[src/rtl/div32.sv]
// Multi-cycle restoring divider (DIV/DIVU), one quotient bit per clock; 34 edges start-to-done
// (1 edge when b==0). No backpressure: start is taken only in IDLE/DONE and ignored while busy.
module div32 #(
    parameter int WIDTH = 32
) (
    input  logic             clk,
    input  logic             reset,
    input  logic             start,
    input  logic             is_signed,
    input  logic [WIDTH-1:0] a,
    input  logic [WIDTH-1:0] b,
    output logic             busy,
    output logic             done,
    output logic [WIDTH-1:0] quotient,
    output logic [WIDTH-1:0] remainder,
    output logic             div_zero
);

    localparam int CW = $clog2(WIDTH);

    typedef enum logic [1:0] {
        IDLE = 2'd0,
        CALC = 2'd1,
        FIX  = 2'd2,
        DONE = 2'd3
    } state_t;

    state_t           state;
    state_t           state_nxt;
    logic [CW-1:0]    cnt;
    logic [WIDTH-1:0] prem;
    logic [WIDTH-1:0] qsr;
    logic [WIDTH-1:0] dmag;
    logic             q_neg;
    logic             r_neg;

    logic             accept;
    logic             last_iter;
    logic [WIDTH-1:0] a_mag;
    logic [WIDTH-1:0] b_mag;
    logic [WIDTH:0]   prem_sh;
    logic [WIDTH:0]   diff;

    assign accept    = start && ((state == IDLE) || (state == DONE));
    assign last_iter = (cnt == CW'(WIDTH - 1));

    assign a_mag = (is_signed && a[WIDTH-1]) ? (~a + WIDTH'(1)) : a;
    assign b_mag = (is_signed && b[WIDTH-1]) ? (~b + WIDTH'(1)) : b;

    // The stored partial remainder is always below the divisor, so it fits in
    // WIDTH bits; the extra top bit only exists in the trial subtraction as borrow.
    assign prem_sh = {prem, qsr[WIDTH-1]};
    assign diff    = prem_sh - {1'b0, dmag};

    always_ff @(posedge clk or posedge reset) begin
        if (reset) begin
            state <= IDLE;
        end else begin
            state <= state_nxt;
        end
    end

    always_comb begin
        state_nxt = state;
        busy      = 1'b0;
        done      = 1'b0;
        case (state)
            IDLE, DONE: begin
                done = (state == DONE);
                if (start) begin
                    state_nxt = (b == '0) ? DONE : CALC;
                end else if (state == DONE) begin
                    state_nxt = IDLE;
                end
            end
            CALC: begin
                busy = 1'b1;
                if (last_iter) begin
                    state_nxt = FIX;
                end
            end
            FIX: begin
                busy      = 1'b1;
                state_nxt = DONE;
            end
            default: state_nxt = IDLE;
        endcase
    end

    always_ff @(posedge clk or posedge reset) begin
        if (reset) begin
            cnt       <= '0;
            prem      <= '0;
            qsr       <= '0;
            dmag      <= '0;
            q_neg     <= 1'b0;
            r_neg     <= 1'b0;
            quotient  <= '0;
            remainder <= '0;
            div_zero  <= 1'b0;
        end else if (accept) begin
            cnt   <= '0;
            prem  <= '0;
            qsr   <= a_mag;
            dmag  <= b_mag;
            q_neg <= is_signed && (a[WIDTH-1] ^ b[WIDTH-1]);
            r_neg <= is_signed && a[WIDTH-1];
            if (b == '0) begin
                quotient  <= '1;
                remainder <= a;
                div_zero  <= 1'b1;
            end
        end else if (state == CALC) begin
            cnt <= last_iter ? '0 : cnt + CW'(1);
            // Dividend bits shift out of qsr's top while quotient bits shift in below.
            if (!diff[WIDTH]) begin
                prem <= diff[WIDTH-1:0];
                qsr  <= {qsr[WIDTH-2:0], 1'b1};
            end else begin
                prem <= prem_sh[WIDTH-1:0];
                qsr  <= {qsr[WIDTH-2:0], 1'b0};
            end
        end else if (state == FIX) begin
            quotient  <= q_neg ? (~qsr + WIDTH'(1)) : qsr;
            remainder <= r_neg ? (~prem + WIDTH'(1)) : prem;
            div_zero  <= 1'b0;
        end
    end

endmodule
[config.mk]
export PLATFORM = sky130hd
export DESIGN_NAME = div32
export DESIGN_NICKNAME = d
export VERILOG_FILES = /design/src/rtl/div32.sv
export SDC_FILE = /design/constraint.sdc
export NUM_CORES = 1
export LEC_CHECK = 0
export BUFFER_PORTS_ARGS = -buffer_cell sky130_fd_sc_hd__buf_2
export CAP_MARGIN = 30
export CELL_PAD_IN_SITES_DETAIL_PLACEMENT = 0
export CELL_PAD_IN_SITES_GLOBAL_PLACEMENT = 1
export CORE_MARGIN = 2
export CORE_UTILIZATION = 45
export DETAILED_ROUTE_END_ITERATION = 12
export MAX_ROUTING_LAYER = met4
export PLACE_DENSITY = 0.88
export SYNTH_ARGS = -nofsm -noshare
export SYNTH_HDL_FRONTEND = slang
export SYNTH_SLANG_ARGS = --single-unit
[constraint.sdc]
create_clock -name clk -period 8.4 [get_ports clk]
set_clock_uncertainty 0.1 [all_clocks]
set_input_delay 1.68 -clock clk [delete_from_list [all_inputs] [get_ports clk]]
set_output_delay 1.68 -clock clk [all_outputs]
set_load 0.01 [all_outputs]
# Yosys cells after proc, flatten, opt, wreduce, memory -nomap -nowiden
# Index checks and enable logic that the tools add are counted.
op_classes:
  n_div: 0
  n_lt_le_gt_ge: 0
  n_shift: 0
  bitwise: 5
  n_addsub: 6
  n_reduce_logical: 13
  eq_ne: 8
  n_mul: 0
  n_mux: 32
ops:
  columns: ["operator", "n"]
  rows:
  - ["two-way mux 32 bit", 17]
  - ["adder 32 x 1 -> 32 bit (second input constant)", 4]
  - ["inverter 32 bit", 4]
  - ["subtractor 33 x 32 -> 33 bit", 1]
  - ["logical NOT 32 bit", 1]
  - ["two-way mux 5 bit", 3]
  - ["two-way mux 2 bit", 4]
  - ["two-way mux 1 bit", 7]
  - ["case mux 2 bit (3 select lines)", 1]
  - ["adder 5 x 1 -> 5 bit (second input constant)", 1]
  - ["== test 5 bit (second input constant)", 1]
  - ["== test 2 bit (second input constant)", 2]
  - ["logical AND 1 bit", 4]
  - ["!= test 2 bit (second input constant)", 2]
  - ["nonzero test 2 bit", 2]
  - ["OR reduction 2 bit", 2]
  - ["!= test 3 bit (second input constant)", 1]
  - ["AND reduction 3 bit", 1]
  - ["== test 2 x 1 -> 1 bit (second input constant)", 1]
  - ["logical NOT 2 bit", 1]
  - ["!= test 2 x 1 -> 1 bit (second input constant)", 1]
  - ["AND reduction 2 bit", 1]
  - ["logical OR 1 bit", 1]
  - ["XOR 1 bit", 1]
totals:
  romBits: 0
  memories: 0
  ff_bits: 170
  ramBits: 0
  latch_bits: 0
  input_bits: 68
  word_cells: 74
  out_inout_bits: 67

# Longest topological paths before layout
# Gate-level depths: netlist (run 1).
depth:
  word_depth: 6
  mapped_depth: 13
  mapped_depth_nobuf: 11

# Least setup slack after synthesis (run 1)
# OpenSTA, ideal clock, no wires.
synth_timing:
  path_kind: "input port to flip-flop"
  from: "input b[7]"
  to: "register remainder[10]"
  cell_stages: 9
  path_buffers: 1
  arrival_ns: 3.740
  setup_time_ns: 0.124
  setup_slack_ns: 4.437
  required_time_ns: 8.176
  cell_sequence: "or4_1 or3_4 nor3_4 nand3b_2 nor4_4 nor2_2 buf_2 nand2_1 o21ai_1"
synth_between:
  elab_chain_len: 3
synth_rtl:
  columns: ["element", "line_no", "source"]
  rows:
  - ["start: declaration", "11", "input logic [WIDTH-1:0] b,"]
  - ["logical NOT 32 bit", "108", "if (b == '0) begin"]
  - ["!= test 2 x 1 -> 1 bit (no source line)", null, null]
  - ["AND reduction 3 bit (no source line)", null, null]
  - ["end signal: assignment", "125", "remainder <= r_neg ? (~prem + WIDTH'(1)) : prem;"]
  - ["end: declaration", "15", "output logic [WIDTH-1:0] remainder,"]
# No other way between the ends.
# A chain may end at the register's enable or synchronous reset.

# Worst setup path after layout (run 1)
layout_timing:
  from: "input b[7]"
  to: "register remainder[23]"
# The elaborated chain is that of the path after synthesis.

==> results.py, run 1 <==
metrics = {
    "worst_setup_path": {
        "crit_arrival_ns": 4.55,
        "critical_path_class": "input port to flip-flop",
        "crit_chain": "buf_2, or4_1, or3_4, nor3_4, nand3b_2, nor4_4, buf_4, nor2_4, buf_4, a211oi_1, a21o_1",
        "cp_slowest_cell": "or4_1",
        "path_common_cell": "buf_4",
        "cp-end-kind": "flip-flop",
        "worstPathRequired_ns": 8.67,
        "critPathMaxStageDelay_ns": 0.56,
        "crit_fanout": 62,
        "cp-start-kind": "input port",
    },
    "grt": {
        "overflow": 0,
        "antenna_found_initial": 0,
        "gr-usage-met1": 0.308,
        "grt_pass1_wl_um": 50100,
        "grt_pass1_vias": 9718,
        "grt_use_met2": 0.351,
        "grt_max_degree": 104,
        "grt_util_met3": 0.0326,
        "grt.busiest_layer": "met2",
        "grt_usage": 0.226,
    },
    "synth": {
        "netlist_area_um2": 11900,
        "ys_seq_area_frac": 0.357,
        "synth_nets": 1550,
        "synth_top_area_frac": 0.357,
        "async_flop_share": 1.00,
        "synthCells": 1440,
        "synth_cell_types": 74,
        "synth_flop_cell": "dfrtp_1",
        "yosysWarnings": 0,
        "avgSynthCellArea_um2": 8.27,
        "synth_area_leaders": "dfrtp_1, o21ai_0, xor2_1",
        "synth_edf_count": 0,
        "synth_top_cell_by_area": "dfrtp_1",
        "ys_ff_latch": 170,
    },
    "timing": {
        "period_minus_slack_ns": 4.28,
        "finalCritPeriodShare": 0.509,
        "hold_viol": 0,
        "maxSlewViolCount": 0,
        "tns_ns": 0,
        "rsz0062_at_grt": "false",
        "worstMarginPinSlew_ns": 0.976,
        "setup_viol": 0,
        "fmax_mhz": 234,
        "maxSlewHeadroom": 0.350,
    },
    "floorplan": {
        "die_y_um": 167,
        "ios": 135,
        "fp-row-count": 59,
        "die-area_um2": 27800,
        "initial_utilization": 0.457,
        "die_x_um": 167,
        "core-area_um2": 26100,
    },
    "cells_and_area": {
        "antennaDiodeCount": 0,
        "layout-drive-gt1-share": 0.131,
        "finish.utilization": 0.514,
        "areaGrowthSynthToFinish_pct": 12.3,
        "fill_cells": 2518,
        "multi_input_area_um2": 7150,
        "ff_latch_area_um2": 4250,
        "layout.nets": 1629,
    },
    "detailed_routing": {
        "dr_total_vias": 10600,
        "drcViolationCount": 0,
        "post_drt_wl_per_cell_um": 16.5,
        "via_per_inst": 5.66,
        "final_antenna_net_count": 0,
        "drtIter0Drc": 777,
        "firstDrtPassIters": 5,
        "drt_wl_total_um": 30900,
    },
    "power": {
        "p_total_uw": 6000,
        "p_leak_uw": 0.00589,
        "powerDensity_nw_per_um2": 448,
        "peakVddDrop_uv": 200,
    },
    "clocking": {
        "numCtsBuffers": 17,
        "clock_latency_ns": 0.43,
        "cts_max_level": 4,
        "clk_pin_slew_worst_paths_ns": 0.07,
        "clock_path_buffers": 2,
        "cts_root_buffer": "clkbuf_16",
        "cts-resized-gates": 0,
        "holdBufCountCts": 0,
        "cts.sinks": 170,
        "postCtsSetupBuffers": 0,
        "cts_tree": "done",
    },
    "placement": {
        "place_congestion": 0.926,
        "port_buffers": 134,
        "dp_hpwl_um": 22900,
    },
    "flow_run": {
        "drv_cap": 0,
    },
    "outcome": {
        "status": "complete, no violations",
    },
    "min_path": {
        "hp-class": "flip-flop to flip-flop",
    },
}
[kinds of logic (layout without fill, tap and decap cells)]
logic type,count (synthesis),in the layout,share of synthesized area
AOI/OAI and AO/OA,470,470,0.234
xor gates and xnor gates,131,131,0.0963
adders and majority gates,42,42,0.0447
buffers and inverters,140,231,0.0458
DFF,170,170,0.357
muxes,55,55,0.0463
and+or+nand+nor,432,432,0.176
[layer usage]
| layer | wire (um) | part of all wire |
|---|---|---|
| met1 | 14900 | 0.48 |
| met2 | 14000 | 0.45 |
| met3 | 1450 | 0.047 |
| met4 | 584 | 0.019 |
| met5 | 0 | 0 |
[final cells by class]
type	instances	share of cell area
clock inverter	14	0.0117
inverter	56	0.0161
sequential	170	0.318
clock buffer	17	0.0318
multi-input combinational	1130	0.534
tap	335	0.0313
timing repair buffer	144	0.0572
[power breakdown]
part | total [uW] | switching, uW | internal (uW)
logic | 3570 | 2120 | 1460
clock network | 796 | 353 | 444
registers | 1630 | 422 | 1200
total | 6000 | 2890 | 3110
[layout by cell type (no fill, tap or decap), drive strengths merged, types with 7 or more instances in the layout]
| cell type | instances |
|---|---|
| and3 | 19 |
| clkbuf | 17 |
| or2 | 7 |
| nand2 | 161 |
| nor4 | 13 |
| dfrtp | 170 |
| a21o | 17 |
| inv | 64 |
| xor2 | 79 |
| nand4 | 13 |
| xnor2 | 52 |
| o21ai | 199 |
| and2 | 12 |
| a211oi | 9 |
| a21oi | 125 |
| nand3 | 11 |
| ha | 41 |
| or4 | 12 |
| nor2 | 98 |
| nor2b | 8 |
| a31oi | 24 |
| o41ai | 14 |
| mux2i | 54 |
| nor3 | 38 |
| o211ai | 8 |
| nand2b | 9 |
| or3 | 18 |
| buf | 144 |
| o31ai | 26 |
[metrics by stage]
step	instances	worst slack [ns]	area [um2]	hold slack, ns
floorplan	1440	2.02	11900	0.350
global placement	1834	3.77	12800	0.353
detailed placement	1835	3.71	12800	0.361
CTS	1866	4.16	13400	0.378
global route	1866	3.90	13400	0.382
finish	1866	4.12	13400	0.372
[sequential cells by signal, indices dropped and copies added (netlist names), 2 cells and up]
| name | count |
|---|---|
| cnt | 5 |
| remainder | 32 |
| prem | 32 |
| dmag | 32 |
| quotient | 32 |
| state | 2 |
| qsr | 32 |
[final timing paths]
check / startpoint / endpoint / slack, ns / cells after the start
worst max-delay path: b[7] / remainder[23] / 4.12 / 11
worst min-delay path: div_zero / div_zero / 0.37 / 1
worst max register to register: qsr[31] / prem[0] / 4.44 / 11
worst min register to register: div_zero / div_zero / 0.37 / 1
max in group asynchronous: reset / remainder[18] / 5.69 / 4
min in group asynchronous: reset / qsr[8] / 1.27 / 2
[worst max-delay path, delay by kind of cell]
kind,cells,cell delay (ns)
buf+inv,3,0.77
compound gates,2,0.35
simple gates,6,1.70
[synthesized netlist by cell type, drive strengths merged, types with 6 or more instances]
library cell / number
nor4: 13
o21ai: 199
o21a: 6
xnor2: 52
nor2b: 8
or4: 12
nand2b: 9
o31ai: 26
and2: 12
a211oi: 9
o211ai: 8
clkbuf: 57
nand2: 161
nand3: 11
or2: 7
a31oi: 24
buf: 27
nand4: 13
ha: 41
mux2i: 54
nor3: 38
o41ai: 14
nand3b: 6
inv: 56
dfrtp: 170
nor2: 98
o311ai: 6
xor2: 79
and3: 19
or3: 18
a21o: 17
a21oi: 125
No activity file was read; power rests on OpenSTA's default activity.
==> run 2: changes to the inputs <==
clock period = 4.45 ns   (was 8.4 ns; I/O delays follow)
==> run 2 against run 1 <==
Setup slack got worse by 3.3 ns. Routed wire length increased by 0.19%. Final cell count increased by 0.21%. Utilization increased by 0.16 points. Largest cell class unchanged. Largest power group unchanged.
==> results.py, run 2 (same netlist as run 1, synthesis figures left out) <==
metrics = {
    "floorplan": {
        "ios": 135,
        "die_x_um": 167,
        "core-area_um2": 26100,
        "die_y_um": 167,
        "initial_utilization": 0.457,
        "fp-row-count": 59,
        "die-area_um2": 27800,
    },
    "clocking": {
        "postCtsSetupBuffers": 0,
        "clock_path_buffers": 2,
        "cts_max_level": 4,
        "cts_tree": "done",
        "clk_pin_slew_worst_paths_ns": 0.07,
        "holdBufCountCts": 0,
        "cts_root_buffer": "clkbuf_16",
        "clock_latency_ns": 0.43,
        "cts.sinks": 170,
        "numCtsBuffers": 17,
        "cts-resized-gates": 0,
    },
    "detailed_routing": {
        "drt_wl_total_um": 30900,
        "dr_total_vias": 10600,
        "firstDrtPassIters": 6,
        "post_drt_wl_per_cell_um": 16.5,
        "drtIter0Drc": 770,
        "drcViolationCount": 0,
        "final_antenna_net_count": 0,
        "via_per_inst": 5.67,
    },
    "worst_setup_path": {
        "reg2reg_depth": 12,
        "critical-path-top-delay-family": "simple AND/OR/NAND/NOR gates",
        "worstPathRequired_ns": 4.66,
        "crit_chain": "inv_1, ha_1, fa_1, nand2b_1, a21o_1, a21oi_1, buf_4, o211a_1, nor3_1, or3_1, or4_1, o311ai_0",
        "critPathBufInv": 2,
        "cp_slowest_cell": "or3_1",
        "cp-end-kind": "flip-flop",
        "crit_arrival_ns": 3.81,
        "critical_path_class": "flip-flop to flip-flop",
        "cp-start-kind": "flip-flop",
        "crit_fanout": 11,
        "critPathMaxStageDelay_ns": 0.59,
        "crit_cells": 12,
    },
    "cells_and_area": {
        "areaGrowthSynthToFinish_pct": 12.7,
        "final_cells": 1870,
        "layout.nets": 1633,
        "antennaDiodeCount": 0,
        "mostFrequentLayoutCell": "dfrtp_1",
        "final_cell_mix": "dfrtp_1, o21ai_0, nand2_1",
        "layout-drive-gt1-share": 0.133,
    },
    "power": {
        "peakVddDrop_uv": 404,
        "powerDensity_nw_per_um2": 849,
        "p_leak_uw": 0.00591,
        "p_switching_uw": 5500,
        "p_int_uw": 5900,
        "combPwrFrac": 0.599,
        "p_clk_frac": 0.132,
        "swShare": 0.483,
        "seqPwrFrac": 0.268,
    },
    "grt": {
        "overflow": 0,
        "grt_pass1_vias": 9950,
        "grt_pass1_wl_um": 51300,
        "grt_max_degree": 99,
        "grt_usage": 0.229,
        "antenna_found_initial": 0,
    },
    "timing": {
        "period_minus_slack_ns": 3.60,
        "setup_ws_ns": 0.849,
        "tns_ns": 0,
        "worstMarginPinSlew_ns": 0.950,
        "maxSlewViolCount": 0,
        "rsz0062_at_grt": "false",
        "setup_viol": 0,
        "finalCritPeriodShare": 0.809,
        "maxSlewHeadroom": 0.367,
        "fmax_mhz": 278,
        "hold_viol": 0,
        "holdWs_ns": 0.371,
    },
    "min_path": {
        "whs_path_depth": 1,
        "hp-class": "flip-flop to flip-flop",
    },
    "placement": {
        "place_congestion": 0.896,
        "pre_cts_ws_ns": 0.698,
        "dp_hpwl_um": 23300,
        "dp.cells": 1839,
        "port_buffers": 134,
    },
    "flow_run": {
        "drv_cap": 0,
    },
    "outcome": {
        "status": "complete, no violations",
    },
}
## run 2: changes by cell type in the layout (fill, tap and decap cells not counted)
cell,change
inv_6,-4
buf_4,+3
clkinvlp_4,+3
buf_12,+2
buf_16,-1
clkinv_2,-1
clkinv_4,+1
clkinv_8,+1
## run 2: metal layers
layer / global-route usage / vias up / wire length (um)
li1: - / 5338 / -
met1: 0.312 / 4952 / 14900
met2: 0.367 / 276 / 14300
met3: 0.0266 / 40 / 1250
met4: 0.0592 / 0 / 505
met5: - / - / 0
## run 2: worst paths after layout
path / start / to / slack, ns
setup / recovery: qsr[31] / prem[0] / 0.85
hold / removal: div_zero / div_zero / 0.37
setup reg to reg: qsr[31] / prem[0] / 0.85
hold reg to reg: div_zero / div_zero / 0.37
max in group asynchronous: reset / cnt[2] / 2.79
min in group asynchronous: reset / quotient[9] / 0.48
## run 2: through the flow
stage | total power [uW] | utilization | area (um2)
detailed placement | 9880 | 0.493 | 12800
floorplan | 8130 | - | 11900
finish | 11400 | 0.515 | 13400
global placement | 9700 | 0.491 | 12800
global route | 12400 | 0.515 | 13400
CTS | 11400 | 0.515 | 13400
## run 2: power by group through the flow
stage	Clock (uW)	Sequential [uW]	Combinational, uW
after CTS	1540	3050	6830
final	1510	3060	6830
after detailed placement	0	3080	6800
after floorplan	0	2920	5210
after global placement	0	3060	6640
after global routing	1600	3170	7670
## run 2: layout make-up
type	instances	area, um2
inverters	56	214
clock buffers	17	425
flip-flops and latches	170	4250
multi-input cells	1130	7150
repair buffers	148	801
well taps	335	419
clock inverters	14	165
fillers	2480	12600
## run 2: worst register-to-register path: stages (launching register included)
cell	delay, ns
dfrtp_1	0.45
inv_1	0.08
ha_1	0.23
fa_1	0.42
nand2b_1	0.18
a21o_1	0.20
a21oi_1	0.15
buf_4	0.16
o211a_1	0.24
nor3_1	0.11
or3_1	0.59
or4_1	0.48
o311ai_0	0.11
